File: config.mk
export PLATFORM = sky130hd
export DESIGN_NAME = hack_mem_arbiter_flat
export DESIGN_NICKNAME = d
export VERILOG_FILES = /design/src/rtl/hack_mem_arbiter_if.sv /design/src/rtl/hack_mem_arbiter.sv /design/src/flat_wrapper.sv
export SDC_FILE = /design/constraint.sdc
export NUM_CORES = 1
export LEC_CHECK = 0
export CORE_ASPECT_RATIO = 1.2
export CORE_MARGIN = 10
export CORE_UTILIZATION = 34
export CTS_BUF_LIST = sky130_fd_sc_hd__clkbuf_4
export DETAILED_ROUTE_END_ITERATION = 8
export HOLD_SLACK_MARGIN = 0.02
export PLACE_DENSITY_LB_ADDON = 0.12
export SYNTH_ARGS = -nofsm -noshare
export SYNTH_HDL_FRONTEND = slang
export SYNTH_SLANG_ARGS = --single-unit
export TNS_END_PERCENT = 1
File: constraint.sdc
create_clock -name clk -period 2.7 [get_ports clk]
set_input_delay 0.54 -clock clk [delete_from_list [all_inputs] [get_ports clk]]
set_output_delay 0.54 -clock clk [all_outputs]
set_load 0.05 [all_outputs]
File: src/rtl/hack_mem_arbiter_if.sv
// ---------------------------------------------------------------------------
// hack_mem_arbiter_if
// Bundles the signals between the HACK RAM arbiter and its environment:
// the two requesters (instruction fetch on port A, data on port B) and the
// single-port RAM.
//
// Signals:
//   a_req/a_addr            port A read request and address
//   a_gnt/a_rvalid/a_rdata  port A grant, read-valid, read data
//   b_req/b_we/b_addr/b_wdata port B request, write enable, address, data
//   b_gnt/b_rvalid/b_rdata  port B grant, read-valid, read data
//   mem_load/mem_address/mem_data  drive to the RAM
//   mem_out                 RAM registered read data (1-cycle latency)
//   busy                    zero-fill sequence in progress
//
// Modports:
//   slave  - the arbiter itself
//   master - the environment (requesters plus RAM)
// ---------------------------------------------------------------------------
interface hack_mem_arbiter_if #(
    parameter int DATA_W = 16,
    parameter int ADDR_W = 13
);
    logic              a_req;
    logic [ADDR_W-1:0] a_addr;
    logic              a_gnt;
    logic              a_rvalid;
    logic [DATA_W-1:0] a_rdata;

    logic              b_req;
    logic              b_we;
    logic [ADDR_W-1:0] b_addr;
    logic [DATA_W-1:0] b_wdata;
    logic              b_gnt;
    logic              b_rvalid;
    logic [DATA_W-1:0] b_rdata;

    logic              mem_load;
    logic [ADDR_W-1:0] mem_address;
    logic [DATA_W-1:0] mem_data;
    logic [DATA_W-1:0] mem_out;

    logic              busy;

    modport slave (
        input  a_req, a_addr, b_req, b_we, b_addr, b_wdata, mem_out,
        output a_gnt, a_rvalid, a_rdata, b_gnt, b_rvalid, b_rdata,
        output mem_load, mem_address, mem_data, busy
    );

    modport master (
        output a_req, a_addr, b_req, b_we, b_addr, b_wdata, mem_out,
        input  a_gnt, a_rvalid, a_rdata, b_gnt, b_rvalid, b_rdata,
        input  mem_load, mem_address, mem_data, busy
    );
endinterface

File: src/rtl/hack_mem_arbiter.sv
// ---------------------------------------------------------------------------
// hack_mem_arbiter
// Shares the single-port HACK RAM between a read-only fetch port (A) and a
// read/write data port (B). One RAM access per cycle, round-robin on
// contention, grants are combinational in the request cycle and read data
// follows one cycle later with the RAM's registered-read latency. After reset
// an optional zero-fill pass writes CLR_LEN words starting at CLR_BASE
// (wrapping at 2^ADDR_W) before any requester is granted.
//
// Ports:
//   clk    rising-edge clock
//   reset  synchronous, active-high reset
//   bus    hack_mem_arbiter_if.slave (requesters, RAM drive, busy)
// ---------------------------------------------------------------------------
module hack_mem_arbiter #(
    parameter int DATA_W   = 16,
    parameter int ADDR_W   = 13,
    parameter int CLR_BASE = 0,
    parameter int CLR_LEN  = 0
) (
    input  logic               clk,
    input  logic               reset,
    hack_mem_arbiter_if.slave  bus
);
    typedef enum logic {
        ST_INIT = 1'b0,
        ST_RUN  = 1'b1
    } state_t;

    localparam state_t            RST_STATE = (CLR_LEN > 0) ? ST_INIT : ST_RUN;
    localparam logic [ADDR_W-1:0] CLR_ADDR0 = ADDR_W'(CLR_BASE);
    localparam logic [ADDR_W-1:0] CNT_LAST  = ADDR_W'((CLR_LEN > 0) ? CLR_LEN - 1 : 0);
    localparam logic              GNT_A     = 1'b0;
    localparam logic              GNT_B     = 1'b1;

    state_t            r_state;
    state_t            w_state_nxt;
    logic [ADDR_W-1:0] r_cnt;
    logic [ADDR_W-1:0] w_cnt_nxt;
    logic              r_last_gnt;
    logic              w_last_gnt_nxt;
    logic              r_a_pend;
    logic              r_b_pend;

    logic              w_a_gnt;
    logic              w_b_gnt;
    logic              w_mem_load;
    logic [ADDR_W-1:0] w_mem_address;
    logic [DATA_W-1:0] w_mem_data;
    logic              w_busy;

    // Next-state, grant selection and RAM drive.
    always_comb begin
        w_state_nxt    = r_state;
        w_cnt_nxt      = r_cnt;
        w_last_gnt_nxt = r_last_gnt;
        w_a_gnt        = 1'b0;
        w_b_gnt        = 1'b0;
        w_mem_load     = 1'b0;
        w_mem_address  = '0;
        w_mem_data     = '0;
        w_busy         = 1'b0;

        case (r_state)
            ST_INIT: begin
                // One zero write per cycle; the address wraps naturally in ADDR_W bits.
                w_busy        = 1'b1;
                w_mem_load    = 1'b1;
                w_mem_address = CLR_ADDR0 + r_cnt;
                w_mem_data    = '0;
                if (r_cnt == CNT_LAST) begin
                    w_state_nxt = ST_RUN;
                    w_cnt_nxt   = '0;
                end else begin
                    w_cnt_nxt   = r_cnt + {{(ADDR_W-1){1'b0}}, 1'b1};
                end
            end
            ST_RUN: begin
                // A wins if alone, or on a tie when B was granted last.
                if (bus.a_req && (!bus.b_req || (r_last_gnt == GNT_B))) begin
                    w_a_gnt        = 1'b1;
                    w_last_gnt_nxt = GNT_A;
                    w_mem_address  = bus.a_addr;
                end else if (bus.b_req) begin
                    w_b_gnt        = 1'b1;
                    w_last_gnt_nxt = GNT_B;
                    w_mem_load     = bus.b_we;
                    w_mem_address  = bus.b_addr;
                    w_mem_data     = bus.b_wdata;
                end else begin
                    w_last_gnt_nxt = r_last_gnt;
                end
            end
            default: begin
                w_state_nxt = RST_STATE;
            end
        endcase

        // Reset must not leak an access to the RAM or a grant to a requester.
        if (reset) begin
            w_a_gnt    = 1'b0;
            w_b_gnt    = 1'b0;
            w_mem_load = 1'b0;
            w_busy     = (RST_STATE == ST_INIT);
        end else begin
            w_busy     = w_busy;
        end
    end

    // State register.
    always_ff @(posedge clk) begin
        if (reset) begin
            r_state <= RST_STATE;
        end else begin
            r_state <= w_state_nxt;
        end
    end

    // Init counter, round-robin history and read-pending flags.
    always_ff @(posedge clk) begin
        if (reset) begin
            r_cnt      <= '0;
            r_last_gnt <= GNT_B;
            r_a_pend   <= 1'b0;
            r_b_pend   <= 1'b0;
        end else begin
            r_cnt      <= w_cnt_nxt;
            r_last_gnt <= w_last_gnt_nxt;
            r_a_pend   <= w_a_gnt;
            r_b_pend   <= w_b_gnt & ~bus.b_we;
        end
    end

    assign bus.a_gnt       = w_a_gnt;
    assign bus.b_gnt       = w_b_gnt;
    assign bus.mem_load    = w_mem_load;
    assign bus.mem_address = w_mem_address;
    assign bus.mem_data    = w_mem_data;
    assign bus.busy        = w_busy;

    // A read granted just before reset must not surface while reset is held.
    assign bus.a_rvalid = r_a_pend & ~reset;
    assign bus.b_rvalid = r_b_pend & ~reset;
    assign bus.a_rdata  = bus.mem_out;
    assign bus.b_rdata  = bus.mem_out;
endmodule

File: src/flat_wrapper.sv
// flat-port wrapper written by rule: the top's interface ports become plain ports
module hack_mem_arbiter_flat 
#(
    parameter int DATA_W   = 16,
    parameter int ADDR_W   = 13,
    parameter int CLR_BASE = 0,
    parameter int CLR_LEN  = 0
)
  (clk, reset, bus_a_req, bus_a_addr, bus_b_req, bus_b_we, bus_b_addr, bus_b_wdata, bus_mem_out, bus_a_gnt, bus_a_rvalid, bus_a_rdata, bus_b_gnt, bus_b_rvalid, bus_b_rdata, bus_mem_load, bus_mem_address, bus_mem_data, bus_busy);
  hack_mem_arbiter_if #(.DATA_W(DATA_W), .ADDR_W(ADDR_W)) bus_i ();
  input  logic clk;
  input  logic reset;
  input wire logic [$bits(bus_i.a_req)-1:0] bus_a_req;
  input wire logic [$bits(bus_i.a_addr)-1:0] bus_a_addr;
  input wire logic [$bits(bus_i.b_req)-1:0] bus_b_req;
  input wire logic [$bits(bus_i.b_we)-1:0] bus_b_we;
  input wire logic [$bits(bus_i.b_addr)-1:0] bus_b_addr;
  input wire logic [$bits(bus_i.b_wdata)-1:0] bus_b_wdata;
  input wire logic [$bits(bus_i.mem_out)-1:0] bus_mem_out;
  output wire logic [$bits(bus_i.a_gnt)-1:0] bus_a_gnt;
  output wire logic [$bits(bus_i.a_rvalid)-1:0] bus_a_rvalid;
  output wire logic [$bits(bus_i.a_rdata)-1:0] bus_a_rdata;
  output wire logic [$bits(bus_i.b_gnt)-1:0] bus_b_gnt;
  output wire logic [$bits(bus_i.b_rvalid)-1:0] bus_b_rvalid;
  output wire logic [$bits(bus_i.b_rdata)-1:0] bus_b_rdata;
  output wire logic [$bits(bus_i.mem_load)-1:0] bus_mem_load;
  output wire logic [$bits(bus_i.mem_address)-1:0] bus_mem_address;
  output wire logic [$bits(bus_i.mem_data)-1:0] bus_mem_data;
  output wire logic [$bits(bus_i.busy)-1:0] bus_busy;
  assign bus_i.a_req = bus_a_req;
  assign bus_i.a_addr = bus_a_addr;
  assign bus_i.b_req = bus_b_req;
  assign bus_i.b_we = bus_b_we;
  assign bus_i.b_addr = bus_b_addr;
  assign bus_i.b_wdata = bus_b_wdata;
  assign bus_i.mem_out = bus_mem_out;
  assign bus_a_gnt = bus_i.a_gnt;
  assign bus_a_rvalid = bus_i.a_rvalid;
  assign bus_a_rdata = bus_i.a_rdata;
  assign bus_b_gnt = bus_i.b_gnt;
  assign bus_b_rvalid = bus_i.b_rvalid;
  assign bus_b_rdata = bus_i.b_rdata;
  assign bus_mem_load = bus_i.mem_load;
  assign bus_mem_address = bus_i.mem_address;
  assign bus_mem_data = bus_i.mem_data;
  assign bus_busy = bus_i.busy;
  hack_mem_arbiter #(.DATA_W(DATA_W), .ADDR_W(ADDR_W), .CLR_BASE(CLR_BASE), .CLR_LEN(CLR_LEN)) u_core (.clk(clk), .reset(reset), .bus(bus_i));
endmodule
# Word level (Yosys, flattened, before mapping)
# Index checks and enable logic that the tools add are counted.
dict set report word_totals {
  register_bits 17
  elab_cells 42
}
dict set report op_classes {
  n_addsub 1
  muxes 23
  bitwise_logic 6
  n_reduce_logical 7
}
# operator count
set op_table {}
lappend op_table {{two-way mux 13 bit} 3}
lappend op_table {{two-way mux 16 bit} 2}
lappend op_table {{case mux 16 bit (2 select lines)} 1}
lappend op_table {{case mux 13 bit (2 select lines)} 1}
lappend op_table {{two-way mux 1 bit} 15}
lappend op_table {{adder 13 x 1 -> 13 bit (second input constant)} 1}
lappend op_table {{logical NOT 13 bit} 1}
lappend op_table {{AND 1 bit} 3}
lappend op_table {{NOT 1 bit} 3}
lappend op_table {{case mux 1 bit (2 select lines)} 1}
lappend op_table {{AND reduction 2 bit} 1}
lappend op_table {{nonzero test 2 bit} 1}
lappend op_table {{OR reduction 2 bit} 1}
lappend op_table {{logical AND 1 bit} 1}
lappend op_table {{logical NOT 1 bit} 1}
lappend op_table {{logical OR 1 bit} 1}

# Logic depth before layout (Yosys ltp)
dict set report depth {
  ltp_word 7
  mapped_depth 7
}

# Worst setup path after synthesis
# OpenSTA, ideal clock, no wires.
dict set report synth_timing {
  kind {input-to-output}
  start {input bus_b_req}
  end {output bus_mem_load}
  arrival_time_ns 1.857
  setup_slack_ns 0.303
  stages 4
  n_path_buf 1
  cell_sequence {a21boi_2 clkbuf_1 nand2_1 a21oi_1}
}
dict set report synth_via {
  elab_chain_cells 6
}
# item line
set synth_lines {}
lappend synth_lines {{start: declaration} flat_wrapper.sv:15} ;# input wire logic [$bits(bus_i.b_req)-1:0] bus_b_req;
lappend synth_lines {{logical NOT 1 bit} hack_mem_arbiter.sv:80} ;# if (bus.a_req && (!bus.b_req || (r_last_gnt == GNT_B))) begin
lappend synth_lines {{logical OR 1 bit} hack_mem_arbiter.sv:80}
lappend synth_lines {{logical AND 1 bit} hack_mem_arbiter.sv:80}
lappend synth_lines {{two-way mux 1 bit *} hack_mem_arbiter.sv:80}
lappend synth_lines {{case mux 1 bit (2 select lines) *} hack_mem_arbiter.sv:64} ;# case (r_state)
lappend synth_lines {{two-way mux 1 bit *} hack_mem_arbiter.sv:100} ;# if (reset) begin
lappend synth_lines {{end: declaration} flat_wrapper.sv:26} ;# output wire logic [$bits(bus_i.mem_load)-1:0] bus_mem_load;
# Mark *: on every way between the ends. The rest lies on a longest branch, timed or not.

# Final worst setup path
dict set report layout_timing {
  start {input bus_b_req}
  end {output bus_mem_address[8]}
}
dict set report layout_via {
  elab_chain_cells 5
}
# item line
set layout_lines {}
lappend layout_lines {{logical NOT 1 bit} hack_mem_arbiter.sv:80}
lappend layout_lines {{logical OR 1 bit} hack_mem_arbiter.sv:80}
lappend layout_lines {{logical AND 1 bit} hack_mem_arbiter.sv:80}
lappend layout_lines {{two-way mux 13 bit *} hack_mem_arbiter.sv:80}
lappend layout_lines {{case mux 13 bit (2 select lines) *} hack_mem_arbiter.sv:64}
lappend layout_lines {{end: declaration} flat_wrapper.sv:27} ;# output wire logic [$bits(bus_i.mem_address)-1:0] bus_mem_address;
# Marked as above.

==> qor.txt <==
Outcome = completed
First-iteration detailed-routing DRC count = 40
DRC Markers = 0
Worst-path cell chain = clkdlybuf4s50_1 -> a21boi_2 -> and2_1 -> buf_12 -> a221o_1 -> buf_12
Core area = 0.00397 sq mm
Initial antenna violation count = 0
Number of fill cells = 346
Commonest non-fill, non-tap cell in the layout = clkdlybuf4s50_1
Post-CTS Setup Bufs = 0
GRT Total Usage = 14.6%
VDD IR max = 0.256 mV
Setup TNS = 0 ns
Clock Tree Buf Depth = 2
Non-filler instance count after layout = 274
PortBufs = 81
Cells after DPL = 270
Place WS = 0.0942 ns
Vias in the first global route = 1,377
RSZ-0062 raised after global routing = false
Final Cycle Share = 96.1%
Synth Net Count = 239
Antenna viol nets, final = 0
Syn avg cell area = 8.04 sq um
Crit path kind = input pin to output port
Die X = 78.6 microns
Fmax = 386 MHz
Cell Area, Synth = 0.00140 sq mm
Hold Path Class = flop to flop
Shortest period the worst path allows = 2.59 ns
Initial Util = 35.2%
Register area = 340 sq um
CP arrival = 2.05 ns
Top_reg_cell synth = dfxtp_1
Critical Path End Type = output port
Crit Path Max Fanout = 15
Tightest Pin Transition = 0.915 ns
Die H = 90.3 microns
EDFF count, synth = 0
H-tree depth = 1
Sequential fraction of the synthesis area = 24.3%
Root Buffer = clkbuf_4
Gp weighted congestion = 0.887
Sink count of the clock tree = 17
Hold Fails Final Rpt = 0
Largest net degree at the start of global routing = 21
Hold buffer count at CTS = 0
Wire per inst = 18.9 microns
Top cell by count, worst path = buf_12
DR vias/cell = 4.95
Slowest cell delay on critical path = 0.44 ns
First-pass GRT wire length = 8.28 mm
Nets = 286
Syn Inst Count = 174
Die ar. = 0.00709 sq mm
Clk_lat worst skew = 0.30 ns
Multi-input logic area = 749 sq um
Slowest-stage cell, CP = clkdlybuf4s50_1
Kind of start point of the critical path = input pin
CTS resizes = 0
Worst setup margin = 0.106 ns
Most frequent cells in the layout = clkdlybuf4s50_1, buf_12, dfxtp_1
HPWL after detailed placement = 4.43 mm
Top Ports = 130
Endpoints failing setup = 0
Leakage Power = 0.980 nW
Pwr Density = 333 mW/mm^2
Layout area overhead = 72.6%
CTS tree = yes
Seq cells post-synth = 17
Post-synth cell types = 30
Diode count = 0
Yosys warnings = 0
Worst slew margin = 38.9%
Worst Path Required = 2.16 ns
Post-Route WL = 5.18 mm
Rows = 25
Total gr overflow = 0
CTS buffer count = 3
Share of layout cells above drive strength 1 = 21.8%
DRT Pass-1 Iters = 4
Synth async-reset ratio = 0%
Maxcap violations = 0
Routed vias = 1,357
Clk slew on worst S/H paths = 0.10 ns
Clock skew = 0.00325 ns
Max-slew violations = 0
state kept, by name, summed over array words and instances, names as in the netlist:
register and count:
u_core.r_cnt 13, u_core.r_a_pend 1, u_core.r_b_pend 1, u_core.r_last_gnt 1
u_core.r_state 1
metal layers:
metal	global-route usage (%)	up-vias	share of wire, %	wire [microns]
met1	16.3	607	40	2060
met2	24.5	72	50	2560
met4	5.99	0	2.4	124
met5	0	-	0	0
met3	4.78	19	8.3	428
li1	-	659	-	-
logic make-up (layout without fill, tap and decap cells):
kind of cell	Yosys count	count (layout)	share of synthesized area [%]
simple gates	79	79	32.3
flops	17	17	24.3
xor+xnor	11	11	6.89
fa+ha+maj	2	2	1.79
compound gates	19	19	12.6
buf+inv	46	92	22.1
through the flow:
step | hold slack, ns | area [sq um] | power, mW | util, %
after floorplan | 0.478 | 1400 | 0.556 | -
after global placement | 0.499 | 2380 | 0.659 | 60.0
after global routing | 0.573 | 2410 | 0.844 | 60.8
final | 0.544 | 2410 | 0.804 | 60.8
after detailed placement | 0.530 | 2380 | 0.663 | 60.0
after CTS | 0.543 | 2410 | 0.815 | 60.8
Yosys cell counts (3+ instances only):
| cell | instances | share of area (%) |
|---|---|---|
| buf_4 | 33 | 18 |
| dfxtp_1 | 17 | 24 |
| and3_1 | 16 | 7.2 |
| nor2_1 | 15 | 4.0 |
| nor2b_1 | 15 | 6.7 |
| a221o_1 | 13 | 9.3 |
| nand2_1 | 9 | 2.4 |
| xnor2_1 | 9 | 5.6 |
| clkbuf_1 | 5 | 1.3 |
| and2b_1 | 4 | 2.1 |
| nor3_1 | 4 | 1.4 |
| nor4_1 | 4 | 1.8 |
| buf_2 | 3 | 1.1 |
| inv_1 | 3 | 0.80 |
| nand3_1 | 3 | 1.1 |
| nand4_1 | 3 | 1.3 |
cell type report:
| cell class | instances | area share (%) |
|---|---|---|
| clock buffers | 4 | 1.24 |
| inverters | 3 | 0.466 |
| multi-input cells | 111 | 31.0 |
| flip-flops and latches | 17 | 14.1 |
| well taps | 54 | 2.80 |
| repair buffers | 85 | 50.4 |
final timing paths:
| kind | from | to | slack [ns] | depth (start not counted) |
|---|---|---|---|---|
| min | u_core.r_cnt[1]$_SDFFE_PP0N_ | u_core.r_cnt[1]$_SDFFE_PP0N_ | 0.54 | 2 |
| max | bus_b_req | bus_mem_address[8] | 0.11 | 6 |
| min reg2reg | u_core.r_cnt[1]$_SDFFE_PP0N_ | u_core.r_cnt[1]$_SDFFE_PP0N_ | 0.54 | 2 |
| max reg2reg | u_core.r_cnt[1]$_SDFFE_PP0N_ | u_core.r_cnt[0]$_SDFFE_PP0N_ | 0.62 | 6 |
where the power goes:
part	internal, mW	total (mW)	switching [mW]
Sequential	0.253	0.254	0.00140
Clock	0.0677	0.151	0.0835
Combinational	0.210	0.399	0.189
worst max-delay path, delay by kind of cell:
family          cells  cell delay [ns]
compound gates      2             0.56
buf+inv             3             0.76
simple gates        1             0.18
No activity file was read; power rests on OpenSTA's default activity.
